`config.mk`:
```
export PLATFORM = sky130hd
export DESIGN_NAME = w_route_ctrl
export DESIGN_NICKNAME = d
export VERILOG_FILES = /design/src/rtl/w_route_ctrl_pkg.sv /design/src/rtl/w_cmd_fifo.sv /design/src/rtl/w_route_ctrl.sv
export SDC_FILE = /design/constraint.sdc
export NUM_CORES = 1
export LEC_CHECK = 0
export ABC_AREA = 1
export BUFFER_PORTS_ARGS = -buffer_cell sky130_fd_sc_hd__buf_2
export CAP_MARGIN = 10
export CORE_MARGIN = 2
export CORE_UTILIZATION = 40
export DETAILED_ROUTE_END_ITERATION = 7
export GPL_TIMING_DRIVEN = 0
export PLACE_DENSITY = 0.78
export SLEW_MARGIN = 20
export SYNTH_ARGS = -nofsm -noshare
export SYNTH_HDL_FRONTEND = slang
export SYNTH_HIERARCHICAL = 1
export SYNTH_SLANG_ARGS = --single-unit
export TNS_END_PERCENT = 5
```
`constraint.sdc`:
```
create_clock -name clk -period 2.15 [get_ports clk]
set_input_delay 0.645 -clock clk [delete_from_list [all_inputs] [get_ports clk]]
set_output_delay 0.645 -clock clk [all_outputs]
set_load 0.03 [all_outputs]
```
`src/rtl/w_route_ctrl_pkg.sv`:
```
// Shared AXI widths and the W-routing command payload.
package w_route_ctrl_pkg;

  localparam int unsigned ID_W        = 4;
  localparam int unsigned ADDR_W      = 32;
  localparam int unsigned DATA_W      = 32;
  localparam int unsigned STRB_W      = DATA_W / 8;
  localparam int unsigned LEN_W       = 4;
  localparam int unsigned NUM_M       = 3;
  localparam int unsigned NUM_S       = 7;
  localparam int unsigned MIDX_W      = 2;
  localparam int unsigned W_CMD_DEPTH = 2;

  typedef struct packed {
    logic [MIDX_W-1:0] master;
    logic [NUM_S-1:0]  slave;
    logic [LEN_W-1:0]  len;
  } w_cmd_t;

endpackage

```
`src/rtl/w_cmd_fifo.sv`:
```
// Circular command FIFO with occupancy counter; no same-cycle full bypass.
module w_cmd_fifo #(
  parameter int unsigned DEPTH = 2,
  parameter int unsigned WIDTH = 8
) (
  input  logic                       clk,
  input  logic                       rst_n,
  input  logic                       i_push,
  input  logic                       i_pop,
  input  logic [WIDTH-1:0]           i_wdata,
  output logic [WIDTH-1:0]           o_rdata,
  output logic                       o_full,
  output logic                       o_empty,
  output logic [$clog2(DEPTH+1)-1:0] o_count
);

  localparam int unsigned PTR_W = (DEPTH > 1) ? $clog2(DEPTH) : 1;
  localparam int unsigned CNT_W = $clog2(DEPTH + 1);

  logic [WIDTH-1:0] r_mem [DEPTH];
  logic [PTR_W-1:0] r_wr_ptr;
  logic [PTR_W-1:0] r_rd_ptr;
  logic [CNT_W-1:0] r_count;
  logic             w_do_push;
  logic             w_do_pop;

  assign o_full    = (r_count == CNT_W'(DEPTH));
  assign o_empty   = (r_count == '0);
  assign o_count   = r_count;
  assign o_rdata   = r_mem[r_rd_ptr];
  assign w_do_push = i_push & ~o_full;
  assign w_do_pop  = i_pop & ~o_empty;

  always_ff @(posedge clk or negedge rst_n) begin
    if (!rst_n) begin
      r_wr_ptr <= '0;
      r_rd_ptr <= '0;
      r_count  <= '0;
      for (int unsigned i = 0; i < DEPTH; i++) r_mem[i] <= '0;
    end else begin
      if (w_do_push) begin
        r_mem[r_wr_ptr] <= i_wdata;
        r_wr_ptr        <= r_wr_ptr + PTR_W'(1);
      end
      if (w_do_pop) r_rd_ptr <= r_rd_ptr + PTR_W'(1);
      case ({w_do_push, w_do_pop})
        2'b10:   r_count <= r_count + CNT_W'(1);
        2'b01:   r_count <= r_count - CNT_W'(1);
        default: r_count <= r_count;
      endcase
    end
  end

endmodule

```
`src/rtl/w_route_ctrl.sv`:
```
// AXI W-channel router: queues AW routing commands and steers W beats from
// the owning master to the selected slave, regenerating WLAST from the count.
module w_route_ctrl
  import w_route_ctrl_pkg::*;
#(
  parameter int unsigned CMD_DEPTH = W_CMD_DEPTH
) (
  input  logic                    clk,
  input  logic                    rst,
  input  logic                    aw_fire,
  input  logic [MIDX_W-1:0]       aw_master,
  input  logic [NUM_S-1:0]        aw_slave,
  input  logic [LEN_W-1:0]        aw_len,
  output logic                    aw_cmd_ready,
  input  logic [NUM_M*DATA_W-1:0] wdata_m,
  input  logic [NUM_M*STRB_W-1:0] wstrb_m,
  input  logic [NUM_M-1:0]        wlast_m,
  input  logic [NUM_M-1:0]        wvalid_m,
  output logic [NUM_M-1:0]        wready_m,
  output logic [DATA_W-1:0]       wdata_s,
  output logic [STRB_W-1:0]       wstrb_s,
  output logic                    wlast_s,
  output logic [NUM_S-1:0]        wvalid_s,
  input  logic [NUM_S-1:0]        wready_s,
  output logic                    w_len_err
);

  localparam int unsigned CMD_W = $bits(w_cmd_t);
  localparam int unsigned CNT_W = $clog2(CMD_DEPTH + 1);

  w_cmd_t             w_push_cmd;
  w_cmd_t             w_head;
  logic [CMD_W-1:0]   w_head_raw;
  logic [CNT_W-1:0]   w_count;
  logic               w_unused_count;
  logic               w_full;
  logic               w_empty;
  logic               w_push;
  logic               w_pop;
  logic               w_active;
  logic               w_mvalid;
  logic               w_mlast;
  logic [DATA_W-1:0]  w_mdata;
  logic [STRB_W-1:0]  w_mstrb;
  logic               w_sready;
  logic               w_is_last;
  logic               w_beat;
  logic [LEN_W-1:0]   r_beat_cnt;
  logic               r_len_err;

  assign w_push_cmd     = '{master: aw_master, slave: aw_slave, len: aw_len};
  assign w_push         = aw_fire & ~w_full;
  assign aw_cmd_ready   = ~w_full;
  assign w_unused_count = ^w_count;

  w_cmd_fifo #(
    .DEPTH (CMD_DEPTH),
    .WIDTH (CMD_W)
  ) u_cmd_fifo (
    .clk     (clk),
    .rst_n   (rst),
    .i_push  (w_push),
    .i_pop   (w_pop),
    .i_wdata (w_push_cmd),
    .o_rdata (w_head_raw),
    .o_full  (w_full),
    .o_empty (w_empty),
    .o_count (w_count)
  );

  assign w_head   = w_cmd_t'(w_head_raw);
  assign w_active = ~w_empty;

  // Select the head master's W signals.
  always_comb begin
    w_mvalid = 1'b0;
    w_mlast  = 1'b0;
    w_mdata  = '0;
    w_mstrb  = '0;
    for (int unsigned k = 0; k < NUM_M; k++) begin
      if (w_head.master == MIDX_W'(k)) begin
        w_mvalid = wvalid_m[k];
        w_mlast  = wlast_m[k];
        w_mdata  = wdata_m[k*DATA_W +: DATA_W];
        w_mstrb  = wstrb_m[k*STRB_W +: STRB_W];
      end
    end
  end

  // An unmapped (zero-hot) command sinks its beats locally.
  assign w_sready  = (w_head.slave == '0) | (|(w_head.slave & wready_s));
  assign w_is_last = (r_beat_cnt == w_head.len);
  assign w_beat    = w_active & w_mvalid & w_sready;
  assign w_pop     = w_beat & w_is_last;

  always_comb begin
    wready_m = '0;
    wvalid_s = '0;
    wdata_s  = '0;
    wstrb_s  = '0;
    wlast_s  = 1'b0;
    if (w_active) begin
      wvalid_s = w_head.slave & {NUM_S{w_mvalid}};
      wdata_s  = w_mdata;
      wstrb_s  = w_mstrb;
      wlast_s  = w_is_last;
      for (int unsigned k = 0; k < NUM_M; k++) begin
        wready_m[k] = (w_head.master == MIDX_W'(k)) & w_sready;
      end
    end
  end

  always_ff @(posedge clk or negedge rst) begin
    if (!rst) begin
      r_beat_cnt <= '0;
      r_len_err  <= 1'b0;
    end else begin
      r_len_err <= w_beat & (w_mlast != w_is_last);
      if (w_beat) r_beat_cnt <= w_is_last ? '0 : r_beat_cnt + LEN_W'(1);
    end
  end

  assign w_len_err = r_len_err;

endmodule

```
[After elaboration in Yosys (flattened, before gate mapping)]
Cells that the tools add are included.
Operators by class
  equality and inequality tests: 7
  add/subtract/negate cells: 5
  bitwise operators: 17
  $lt $le $gt $ge: 3
  divide/modulo/power cells: 0
  multiply operators: 0
  multiplexer cells: 25
  reductions and logical operators: 6
  shifts and indexed selects: 0
Operators with widths (number)
  $mux W32: 4
  $mux W13: 4
  $bwmux W26: 1
  $mux W4: 5
  $and A7 B7 Y7: 2
  $demux W13 S1: 1
  $and A1 B1 Y1: 10
  $logic_not A7 Y1: 1
  $mux W1: 7
  $mux W7: 1
  $reduce_or A7 Y1: 1
  $eq A2 B2 Y1 const B: 3
  $add A4 B1 Y4 const B: 1
  $eq A2 B1 Y1 const B: 2
  $eq A4 B4 Y1: 1
  $ge A2 B2 Y1 const B: 2
  $logic_not A2 Y1: 2
  $not A1 Y2: 2
  $pmux W2 S2: 1
  $mux W3: 1
  $add A1 B1 Y1 const B: 2
  $add A2 B1 Y2 const B: 1
  $lt A2 B1 Y1 const B: 1
  $not A1 Y1: 2
  5 further kinds: 5
Storage, ports and cells
  output and inout port bits: 49
  latch bits: 0
  bits of input ports: 137
  memory bits (read-only): 0
  bits in registers: 35
  bits in writable memories: 0
  word-level logic and storage cells: 70
  memories: 0

[Depth between registers and ports, before layout]
  depth after elaboration: 14
  mapped depth: 19
  gate-level depth less buffers: 18

[Cells and area by module]
Netlist, hierarchy kept.
By module, submodules not included
  w_route_ctrl: seq. area each 125.1 µm², area an instance 1646.6 µm², times used 1, cells an instance 352
  w_cmd_fifo: seq. area each 750.7 µm², area an instance 1487.7 µm², times used 1, cells an instance 188

[Worst setup path before layout]
Ideal clock, no wire load.
  kind: register -> output
  start: reg u_cmd_fifo.r_rd_ptr
  end: out wready_m[1]
  required time: 1.505 ns
  cell stages (with the launch flop): 11
  buffers on the path: 3
  arrival: 1.772 ns
  slack: -0.267 ns
  path through: dfrtp_1 -> inv_1 -> buf_2 -> nand2_1 -> nand2_1 -> inv_2 -> nor2_2 -> buf_4 -> buf_6 -> inv_2 -> nor2_1
RTL lines
  from (decl): line w_cmd_fifo.sv:22  | logic [PTR_W-1:0] r_rd_ptr;
  from (signal assigned): line w_cmd_fifo.sv:45  | if (w_do_pop) r_rd_ptr <= r_rd_ptr + PTR_W'(1);
  to (decl): line w_route_ctrl.sv:19  | output logic [NUM_M-1:0] wready_m,

==> results.md <==
- Initial antenna violation count: 0
- Clk_skew: 0.00634 ns
- GR Overflow Total: 0
- Largest family of logic cells by synthesized area: simple AND/OR/NAND/NOR gates
- Row count: 32
- Post-Synth XOR/XNOR Area: 0.0112
- Crit path max fanout: 6
- Via/cell ratio: 4.93
- IO buf count: ~190
- CTS Buf Count: 5
- Synth Area in Simple Gates: 0.541
- Headroom to the max-slew limit: 0.488
- CTS tree: built
- Worst Tran Pin Value: around 0.77 ns
- Lkg Pwr: between 3 and 4 nW
- Sequential cell area fraction in the yosys report: 0.279
- WL/cell: 13.9 µm
- Netlist Area Pre-Place: 0.00313 mm²
- Reg clk slew, reported paths: 0.07 ns
- Synthesis Warnings: 6
- MaxCap Viol Count: 0
- Final Wtd Congestion: roughly 0.85
- Critical path class: flop to output pin
- Tcrit/Tclk final: 1.25
- RSZ-0062 raised after global routing: yes
- Worst skew pair latency: 0.29 ns
- Fin crit period: 2.68 ns
- # IOs: 186
- Clock sink count: 35
- Status: finished with violations
- CP Launch Type: flop
- Share of cells above drive strength 1: 0.507
- Largest net degree at the start of global routing: 36
- Setup crit end kind: output pin
- Initial Util: 0.410
- Vias in the first global route: about 3,800
- Worst r2r src: u_cmd_fifo/r_rd_ptr$_DFFE_PN0P_
- Core Box Area: 0.00765 mm²
- Combinational fraction of design power: 0.835
- Commonest cells after routing, fill and taps aside: nand2_1 (246), buf_2 (146), buf_6 (57)
- Most common cell after layout, fill and taps aside: nand2_1
- Gate Count Post-Synth: 540
- Worst Reg-to-Reg Cells: 19
- Post-placement cell area: ~0.0043 mm²
- Post-synthesis area per instance: roughly 5.8 µm²
- First-pass GRT wire length: 17,100 µm
- Clock share of power: 0.051
- Violated checks: setup timing
- Final hold violation count: 0
- Cell Pwr Density: 1990 mW/mm²
- Setup Viol. Count Final: 49
- FILL cells: 626
- Slew Viols, Final: 0
- First-pass DRT Iterations: 5
- Syn-to-layout area delta: 68.4%
- Switching pwr: 5.60 mW
- VDD IR max: about 0.0008 V
- Initial DRC Count: 167
- P_int: 4.92 mW
- CTS Hold Buffers Added: 0
- Mux cell area share after synthesis: 0
- Routed WL: 12,000 µm
- Worst hold path type: primary input to asynchronous set/reset pin
- Antenna Violating Nets Remaining: 0
- Arrival time worst endpoint: roughly 2.0 ns
- All-layer global routing usage: 0.245
- Via Count: 4,254
- Fmax achieved: ~370 MHz
- DP HPWL: 8390 µm
- FF+latch count, synth: 35
- Switching Share: 0.532
- Die width: 92.5 µm
- Die Ht: 92.5 µm
- Post-Place Worst Slack: -0.440 ns
- Area share of fa/ha/maj cells after synthesis: 0.00798
- DRC Markers: 0
- R2r setup slk: -0.28 ns
- Syn_nets: between 600 and 700
- Clock buffer depth: 2
- Required time of the critical path: 1.50 ns
- CTS H-tree depth: 2
- Sequential Power Share: 0.114
- Final worst slack: -0.534 ns
- Root Driver: clkbuf_8
- Design area: 0.00528 mm²
- Antenna diodes: 0
- Die area: between 0.008 and 0.009 mm²
- Nets: 899
- Critical R2R Capture: u_cmd_fifo/o_count[1]$_DFFE_PN0P_
- Area fraction in compound gates after synthesis: 0.0124
- Cell variety after synth: 26
[synthesized netlist by cell type (all sizes together)]
library cell | number | area [µm²]
ha | 2 | 25.0
nand4 | 27 | 169
dfrtp | 35 | 876
nand2 | 291 | 1130
inv | 69 | 259
xnor2 | 2 | 17.5
or2 | 1 | 6.26
o21ai | 2 | 10.0
clkbuf | 2 | 7.51
a21oi | 5 | 28.8
nand3 | 47 | 263
xor2 | 2 | 17.5
nor2 | 29 | 129
buf | 26 | 196
[state kept, by name, indices dropped and copies added, names as in the netlist]
| register | flops |
|---|---|
| r_beat_cnt | 4 |
| u_cmd_fifo/o_count | 2 |
| u_cmd_fifo/r_mem | 26 |
| u_cmd_fifo/r_rd_ptr | 1 |
| u_cmd_fifo/r_wr_ptr | 1 |
| w_len_err | 1 |
[area by class of cell]
| type | count | area (µm²) | share of cell area |
|---|---|---|---|
| sequential | 35 | 877 | 0.166 |
| tap | 102 | 128 | 0.0242 |
| buffer | 28 | 275 | 0.0521 |
| inverter | 69 | 264 | 0.0500 |
| clock inverter | 1 | 7.51 | 0.00142 |
| timing repair buffer | 213 | 1540 | 0.292 |
| clock buffer | 7 | 96.3 | 0.0183 |
| multi-input combinational | 408 | 2090 | 0.396 |
[critical path: stages (launching register included)]
cell and delay [ns]:
dfrtp_2 0.43, inv_4 0.06, buf_6 0.13, nand2_4 0.06, nand2_4 0.08, buf_6 0.12, nor2_4 0.16, buf_12 0.16
clkbuf_16 0.15, nand2_1 0.05, nand3_1 0.08, nand2_1 0.07, inv_2 0.07, buf_6 0.13
[through the flow]
stage | TNS [ns] | total power [mW] | instances | hold slack (ns) | utilization
after floorplan | -0.227 | 6.02 | 540 | 0.349 | -
after global placement | -17.16 | 7.45 | 827 | 0.454 | 0.560
after detailed placement | -18.51 | 7.58 | 827 | 0.459 | 0.560
after CTS | -18.97 | 9.50 | 851 | 0.451 | 0.637
after global routing | -25.60 | 11.2 | 863 | 0.486 | 0.690
final | -21.21 | 10.5 | 863 | 0.422 | 0.690
[power groups by stage]
| stage | combinational (mW) | sequential, mW | clock (mW) |
|---|---|---|---|
| after global placement | 6.29 | 1.16 | 0 |
| after global routing | 9.43 | 1.22 | 0.580 |
| after floorplan | 4.89 | 1.13 | 0 |
| final | 8.79 | 1.19 | 0.538 |
| after detailed placement | 6.40 | 1.18 | 0 |
| after CTS | 7.77 | 1.18 | 0.550 |
[layer usage]
layer | part of all wire | global-route usage
met1 | 0.38 | 0.271
met2 | 0.50 | 0.449
met3 | 0.075 | 0.0545
met4 | 0.045 | 0.106
met5 | 0 | 0
[worst max-delay path by stage]
stage | startpoint | to
2_1_floorplan | u_cmd_fifo/r_rd_ptr$_DFFE_PN0P_ | wready_m[0]
3_3_place_gp | u_cmd_fifo/o_count[1]$_DFFE_PN0P_ | wdata_s[10]
3_5_place_dp | u_cmd_fifo/r_rd_ptr$_DFFE_PN0P_ | wdata_s[26]
4_1_cts | u_cmd_fifo/r_rd_ptr$_DFFE_PN0P_ | wlast_s
5_1_grt | u_cmd_fifo/r_rd_ptr$_DFFE_PN0P_ | wdata_s[30]
6_report | u_cmd_fifo/r_rd_ptr$_DFFE_PN0P_ | wdata_s[30]
[kinds of logic (layout without fill, tap and decap cells)]
logic type,after synthesis,after routing
and+or+nand+nor,395,395
buffers and inverters,97,318
DFF,35,35
AOI/OAI and AO/OA,7,7
xor gates and xnor gates,4,4
adders and majority gates,2,2
[what timing repair did]
action                     4_1_cts  5_1_grt
pin swaps                        6       12
gates resized for setup        115       76
cloned                           3        4
setup endpoints to repair       49       50
setup buffers                   13        8
No activity file was read; power rests on OpenSTA's default activity.
